File: src/rtl/regfile_issue_ctrl.sv
// regfile_issue_ctrl: decode-to-dispatch issue stage with a per-register write
// scoreboard, an in-flight write budget and a one-cycle write-back commit stage.
// Optional feature macro: REGFILE_BYPASS_EN (forward write-back / commit data
// into source operands and relax the matching hazards).
module regfile_issue_ctrl #(
   parameter int DATA_WIDTH   = 32,
   parameter int NUM_REGS     = 32,
   parameter int REG_AW       = 5,
   parameter int TYPE_WIDTH   = 5,
   parameter int MAX_INFLIGHT = 4,
   parameter logic [TYPE_WIDTH-1:0] INSTR_ALU_OP         = TYPE_WIDTH'(1),
   parameter logic [TYPE_WIDTH-1:0] INSTR_LOAD           = TYPE_WIDTH'(2),
   parameter logic [TYPE_WIDTH-1:0] INSTR_LOAD_IMMEDIATE = TYPE_WIDTH'(3),
   parameter logic [TYPE_WIDTH-1:0] INSTR_STORE          = TYPE_WIDTH'(4),
   parameter logic [TYPE_WIDTH-1:0] INSTR_JUMP           = TYPE_WIDTH'(5)
) (
   input  logic                                    clk,
   input  logic                                    rst,
   input  logic                                    issue_valid,
   output logic                                    issue_ready,
   input  logic [TYPE_WIDTH-1:0]                   issue_type,
   input  logic [REG_AW-1:0]                       issue_src0,
   input  logic [REG_AW-1:0]                       issue_src1,
   input  logic [REG_AW-1:0]                       issue_dest,
   input  logic [DATA_WIDTH-1:0]                   issue_imm,
   output logic [REG_AW-1:0]                       read_reg_0,
   output logic [REG_AW-1:0]                       read_reg_1,
   input  logic [DATA_WIDTH-1:0]                   rf_rdata_0,
   input  logic [DATA_WIDTH-1:0]                   rf_rdata_1,
   output logic                                    dispatch_valid,
   input  logic                                    dispatch_ready,
   output logic [TYPE_WIDTH-1:0]                   dispatch_type,
   output logic [REG_AW-1:0]                       dispatch_dest,
   output logic [DATA_WIDTH-1:0]                   dispatch_op0,
   output logic [DATA_WIDTH-1:0]                   dispatch_op1,
   input  logic                                    wb_valid,
   input  logic [REG_AW-1:0]                       wb_dest,
   input  logic [DATA_WIDTH-1:0]                   wb_data,
   output logic                                    write_enable,
   output logic [REG_AW-1:0]                       write_address,
   output logic [DATA_WIDTH-1:0]                   write_data,
   output logic [$clog2(MAX_INFLIGHT+1)-1:0]       inflight_count,
   output logic                                    wb_error
);

   localparam int CNT_W = $clog2(MAX_INFLIGHT+1);
   localparam logic [CNT_W-1:0] MAX_CNT = CNT_W'(MAX_INFLIGHT);

   logic [NUM_REGS-1:0]   busy;
   logic                  use0, use1, writes;
   logic                  raw0, raw1, waw, full, hazard, accept;
   logic [DATA_WIDTH-1:0] src0_val, src1_val;

   // decode: which sources are read and whether the instruction writes dest
   always_comb begin
      use0   = 1'b0;
      use1   = 1'b0;
      writes = 1'b0;
      case (issue_type)
         INSTR_ALU_OP:         begin use0 = 1'b1; use1 = 1'b1; writes = 1'b1; end
         INSTR_LOAD:           begin use0 = 1'b1; writes = 1'b1; end
         INSTR_LOAD_IMMEDIATE: writes = 1'b1;
         INSTR_STORE:          begin use0 = 1'b1; use1 = 1'b1; end
         INSTR_JUMP:           begin use0 = 1'b1; use1 = 1'b1; end
         default: ;
      endcase
   end

   assign read_reg_0 = use0 ? issue_src0 : '0;
   assign read_reg_1 = use1 ? issue_src1 : '0;

   // operand selection and hazard detection
   always_comb begin
      full = writes && (inflight_count == MAX_CNT);
`ifdef REGFILE_BYPASS_EN
      // write-back stage is newer than the commit stage, so it is checked first
      if (wb_valid && wb_dest == issue_src0)                 src0_val = wb_data;
      else if (write_enable && write_address == issue_src0)  src0_val = write_data;
      else                                                   src0_val = rf_rdata_0;
      if (wb_valid && wb_dest == issue_src1)                 src1_val = wb_data;
      else if (write_enable && write_address == issue_src1)  src1_val = write_data;
      else                                                   src1_val = rf_rdata_1;
      raw0 = use0 && busy[issue_src0] && !(wb_valid && wb_dest == issue_src0)
                                      && !(write_enable && write_address == issue_src0);
      raw1 = use1 && busy[issue_src1] && !(wb_valid && wb_dest == issue_src1)
                                      && !(write_enable && write_address == issue_src1);
      // busy bit is cleared and re-set on the same edge; set wins
      waw  = writes && busy[issue_dest] && !(write_enable && write_address == issue_dest);
`else
      src0_val = rf_rdata_0;
      src1_val = rf_rdata_1;
      raw0 = use0 && busy[issue_src0];
      raw1 = use1 && busy[issue_src1];
      waw  = writes && busy[issue_dest];
`endif
      hazard = raw0 || raw1 || waw || full;
   end

   assign issue_ready = !hazard && (!dispatch_valid || dispatch_ready);
   assign accept      = issue_valid && issue_ready;

   // dispatch register: load on accept, hold under backpressure, drop on handshake
   always_ff @(posedge clk or posedge rst) begin
      if (rst) begin
         dispatch_valid <= 1'b0;
         dispatch_type  <= '0;
         dispatch_dest  <= '0;
         dispatch_op0   <= '0;
         dispatch_op1   <= '0;
      end else if (accept) begin
         dispatch_valid <= 1'b1;
         dispatch_type  <= issue_type;
         dispatch_dest  <= issue_dest;
         dispatch_op0   <= use0 ? src0_val : '0;
         dispatch_op1   <= (issue_type == INSTR_LOAD_IMMEDIATE) ? issue_imm :
                           use1 ? src1_val : '0;
      end else if (dispatch_ready) begin
         dispatch_valid <= 1'b0;
      end
   end

   // write-back capture into the commit stage; flag returns nobody was waiting for
   always_ff @(posedge clk or posedge rst) begin
      if (rst) begin
         write_enable  <= 1'b0;
         write_address <= '0;
         write_data    <= '0;
         wb_error      <= 1'b0;
      end else begin
         write_enable <= wb_valid;
         if (wb_valid) begin
            write_address <= wb_dest;
            write_data    <= wb_data;
            if (!busy[wb_dest]) wb_error <= 1'b1;
         end
      end
   end

   // scoreboard: clear on commit, set on accept of a writer (later NBA wins)
   always_ff @(posedge clk or posedge rst) begin
      if (rst) begin
         busy <= '0;
      end else begin
         if (write_enable)       busy[write_address] <= 1'b0;
         if (accept && writes)   busy[issue_dest]    <= 1'b1;
      end
   end

   // in-flight write count; simultaneous issue and commit cancel out
   always_ff @(posedge clk or posedge rst) begin
      if (rst) begin
         inflight_count <= '0;
      end else begin
         case ({accept && writes, write_enable})
            2'b10:   inflight_count <= inflight_count + 1'b1;
            2'b01:   if (inflight_count != '0) inflight_count <= inflight_count - 1'b1;
            default: ;
         endcase
      end
   end

endmodule

File: config.mk
export PLATFORM = sky130hd
export DESIGN_NAME = regfile_issue_ctrl
export DESIGN_NICKNAME = d
export VERILOG_FILES = /design/src/rtl/regfile_issue_ctrl.sv
export SDC_FILE = /design/constraint.sdc
export NUM_CORES = 1
export LEC_CHECK = 0
export CAP_MARGIN = 20
export CORE_ASPECT_RATIO = 1.1
export CORE_MARGIN = 3
export CORE_UTILIZATION = 47
export CTS_CLUSTER_DIAMETER = 120
export DETAILED_ROUTE_END_ITERATION = 10
export PLACE_DENSITY = 0.84
export SYNTH_ARGS = -nofsm -noshare
export SYNTH_HDL_FRONTEND = slang
export SYNTH_SLANG_ARGS = --single-unit
export TNS_END_PERCENT = 30
File: constraint.sdc
create_clock -name clk -period 9.91 [get_ports clk]
set_clock_uncertainty 0.15 [all_clocks]
set_input_delay 1.982 -clock clk [delete_from_list [all_inputs] [get_ports clk]]
set_output_delay 1.982 -clock clk [all_outputs]
set_load 0.05 [all_outputs]
==> results_dict.tcl <==
set metrics [dict create \
    outcome "finished, final reports clean" \
    ir_drop_mv 0.1451 \
    maxCapViolCount 0 \
    routed_wl_um 25510 \
    crit_chain "clkdlybuf4s50_1 -> mux4_2 -> o2111a_1 -> a41o_1 -> or4_4 -> a21oi_2 -> clkdlybuf4s50_1" \
    synth_nets 835 \
    synth_area_um2 7823 \
    required_ns 7.78 \
    p_comb_frac 0.317 \
    cts_resized 0 \
    wire_per_inst_um 22.08 \
    cp.arrival_ns 5.63 \
    drive_gt1_frac 0.1592 \
    grt_antenna_before_repair 0 \
    rsz0062_at_grt "false" \
    max_slew_margin 0.2027 \
    cpMostUsedCell "clkdlybuf4s50_1" \
    grt_start_max_net_pins 91 \
    async_flop_share 1.000 \
    cts_root_buf "clkbuf_16" \
    drt-pass1-iter-count 5 \
    drtIter0Drc 701 \
    r2r_slack_ns 6.10 \
    cts-buffers-inserted 17 \
    overflow 0 \
    cp-endpoint "issue_ready" \
    cpPeakStageDelay_ns 0.92 \
    worstMarginPinSlew_ns 1.187 \
    numPortBuffers 285 \
    die_x_um 129.0 \
    syn-instance-count 676 \
    power_w 0.002147 \
    syn_to_final_growth_pct 46.18 \
    avgSynthCellArea_um2 11.57 \
    hold_violations 0 \
    worstPathMaxFanout 14 \
    synth_xor_area_frac 0.001120 \
    synth_flop_cell "dfrtp_1" \
    clockBufferDepth 2 \
    ys_seq_area_frac 0.4766 \
    synth_edf_count 0 \
    drtAntennaViolNets 0 \
    synth_top_family_by_area "multiplexers" \
    fill_cells 1119 \
    final_cell_mix "clkdlybuf4s50_1 (284), dfrtp_1 (149), mux2i_1 (64), mux2_2 (63), nand2_1 (58)" \
    antennaDiodeCount 0 \
    p_sw_frac 0.3533 \
    start_util 0.4897 \
    worst_r2r_path_depth 8 \
    numClockSinks 149 \
    synth_simple_gate_area_frac 0.1036 \
    grt_pass1_wl_um 38850 \
    r2r-start "busy[14]" \
    path_class "in -> out" \
    die_area_um2 18230 \
    synth_cell_type_count 49 \
    synth_adder_area_share 0.002559 \
    p_int_w 0.001388 \
    post-dp-hpwl_um 18380 \
    yosysTopAreaCell "dfrtp_1" \
    grt_pass1_vias 6806 \
    synthMuxAreaShare 0.2599 \
    clock_power_share 0.313 \
    r2r_end "busy[10]" \
    synth-compound-area-share 0.1107 \
    power_leakage_nw 4.937 \
    pin_count 286 \
    max_freq_mhz 128.9 \
    fin_cells 1155 \
    hold_path.class "reg -> reg" \
    via_per_inst 5.791 \
    crit_slowest_cell "clkdlybuf4s50_1" \
    power_frac_seq 0.370 \
    postCtsHoldBufs 0 \
    crit_start "issue_dest[1]" \
    power_switching_w 0.0007585 \
    setup_viol 0 \
    drc 0 \
    synth_top_area_share 0.4766 \
    p_per_area_nw_per_um2 187.8 \
    vias 6689 \
    placementRows 48 \
    ys_warn_count 0 \
    synth.area.top_cells "dfrtp_1 (48%), mux2_2 (9.1%), mux2i_1 (8.2%), a22o_1 (5.2%), mux4_2 (4.9%)" \
    cp-start-kind "primary input" \
    synth-seq-cells 149 \
    dp_cells 1120 \
    die_y_um 141.3 \
    end_kind "output pin" \
    clk_pin_slew_ns 0.06 \
    grt_use_total 0.2780 \
    clock_latency_ns 0.43 \
    drv_slew 0 \
    holdWs_ns 0.3024 \
    fin_nets 1101 \
    core_area_um2 15980 \
    h-tree-depth 4 \
    fin_crit_ns 7.760 \
    post_cts_buffers 0 \
    cts_tree "done" \
    final_common_cell "clkdlybuf4s50_1" \
    fin_crit_sh 0.7831 \
    place.gp.congestion 0.9556 \
    tns_ns 0 \
]
## worst max-delay path, delay by kind of cell
kind            cells  cell delay, ns
buf+inv             2            1.82
compound gates      3            0.68
mux                 1            0.58
simple gates        1            0.55
## stage by stage
stage               worst slack [ns]  area (µm²)    util
floorplan                      3.457        7823       -
global placement               2.230       10760  0.6736
detailed placement             2.205       10760  0.6736
CTS                            2.187       11370  0.7120
global route                   2.059       11430  0.7158
finish                         2.150       11430  0.7158
## sequential cells by signal, indices dropped and copies added, names as in the netlist
register	count
dispatch_type	5
inflight_count	3
write_address	5
write_data	32
wb_error	1
busy	32
write_enable	1
dispatch_op1	32
dispatch_dest	5
dispatch_op0	32
dispatch_valid	1
## cells by family after synthesis
family | after synthesis
fa+ha+maj | 1
compound gates | 120
flops | 149
xor+xnor | 1
simple gates | 156
buf+inv | 85
mux | 164
## synth_stat cells (all sizes together), types with 3 or more instances
cell / instances
buf: 14
and3: 5
nor2b: 7
a21oi: 7
nor2: 16
nor3: 8
mux4: 17
and3b: 4
nor3b: 5
or2: 4
and2: 11
dfrtp: 149
or3b: 4
clkbuf: 31
o21ai: 38
a22oi: 9
nand3b: 5
or3: 4
nand4: 5
mux2: 83
mux2i: 64
a22o: 46
o22ai: 3
nand3: 11
inv: 40
nand2: 59
nand2b: 3
## how the worst min path moves through the flow
stage / cells past startpoint / start / to
after floorplan: 1 / busy[30] / busy[30]
after global placement: 1 / wb_error / wb_error
after detailed placement: 1 / wb_error / wb_error
after CTS: 1 / wb_error / wb_error
after global routing: 1 / wb_error / wb_error
final: 1 / wb_error / wb_error
## cell type report
type                       instances  area, µm²  area share
multi-input combinational        442       3749      0.3278
sequential                       149       3729      0.3261
timing repair buffer             292       2938      0.2569
clock buffer                      19      442.9     0.03874
tap                              200      250.2     0.02188
clock inverter                    13      171.4     0.01499
inverter                          40      155.1     0.01357
## power by group through the flow
stage                     Sequential (W)  Combinational (W)  Clock (W)
after CTS                       0.000789           0.000680   0.000681
after floorplan                 0.000947           0.000252          0
after global routing            0.000803           0.000719   0.000711
after global placement          0.000798           0.000666          0
final                           0.000795           0.000680   0.000672
after detailed placement        0.000800           0.000675          0
## layer usage
layer	part of all wire	track usage	up-vias
met5	0	0	-
met4	0.031	0.1028	0
met3	0.095	0.08020	70
met2	0.50	0.4640	384
met1	0.38	0.3426	3241
li1	-	-	2994
Power figures use the tool's default switching activity.
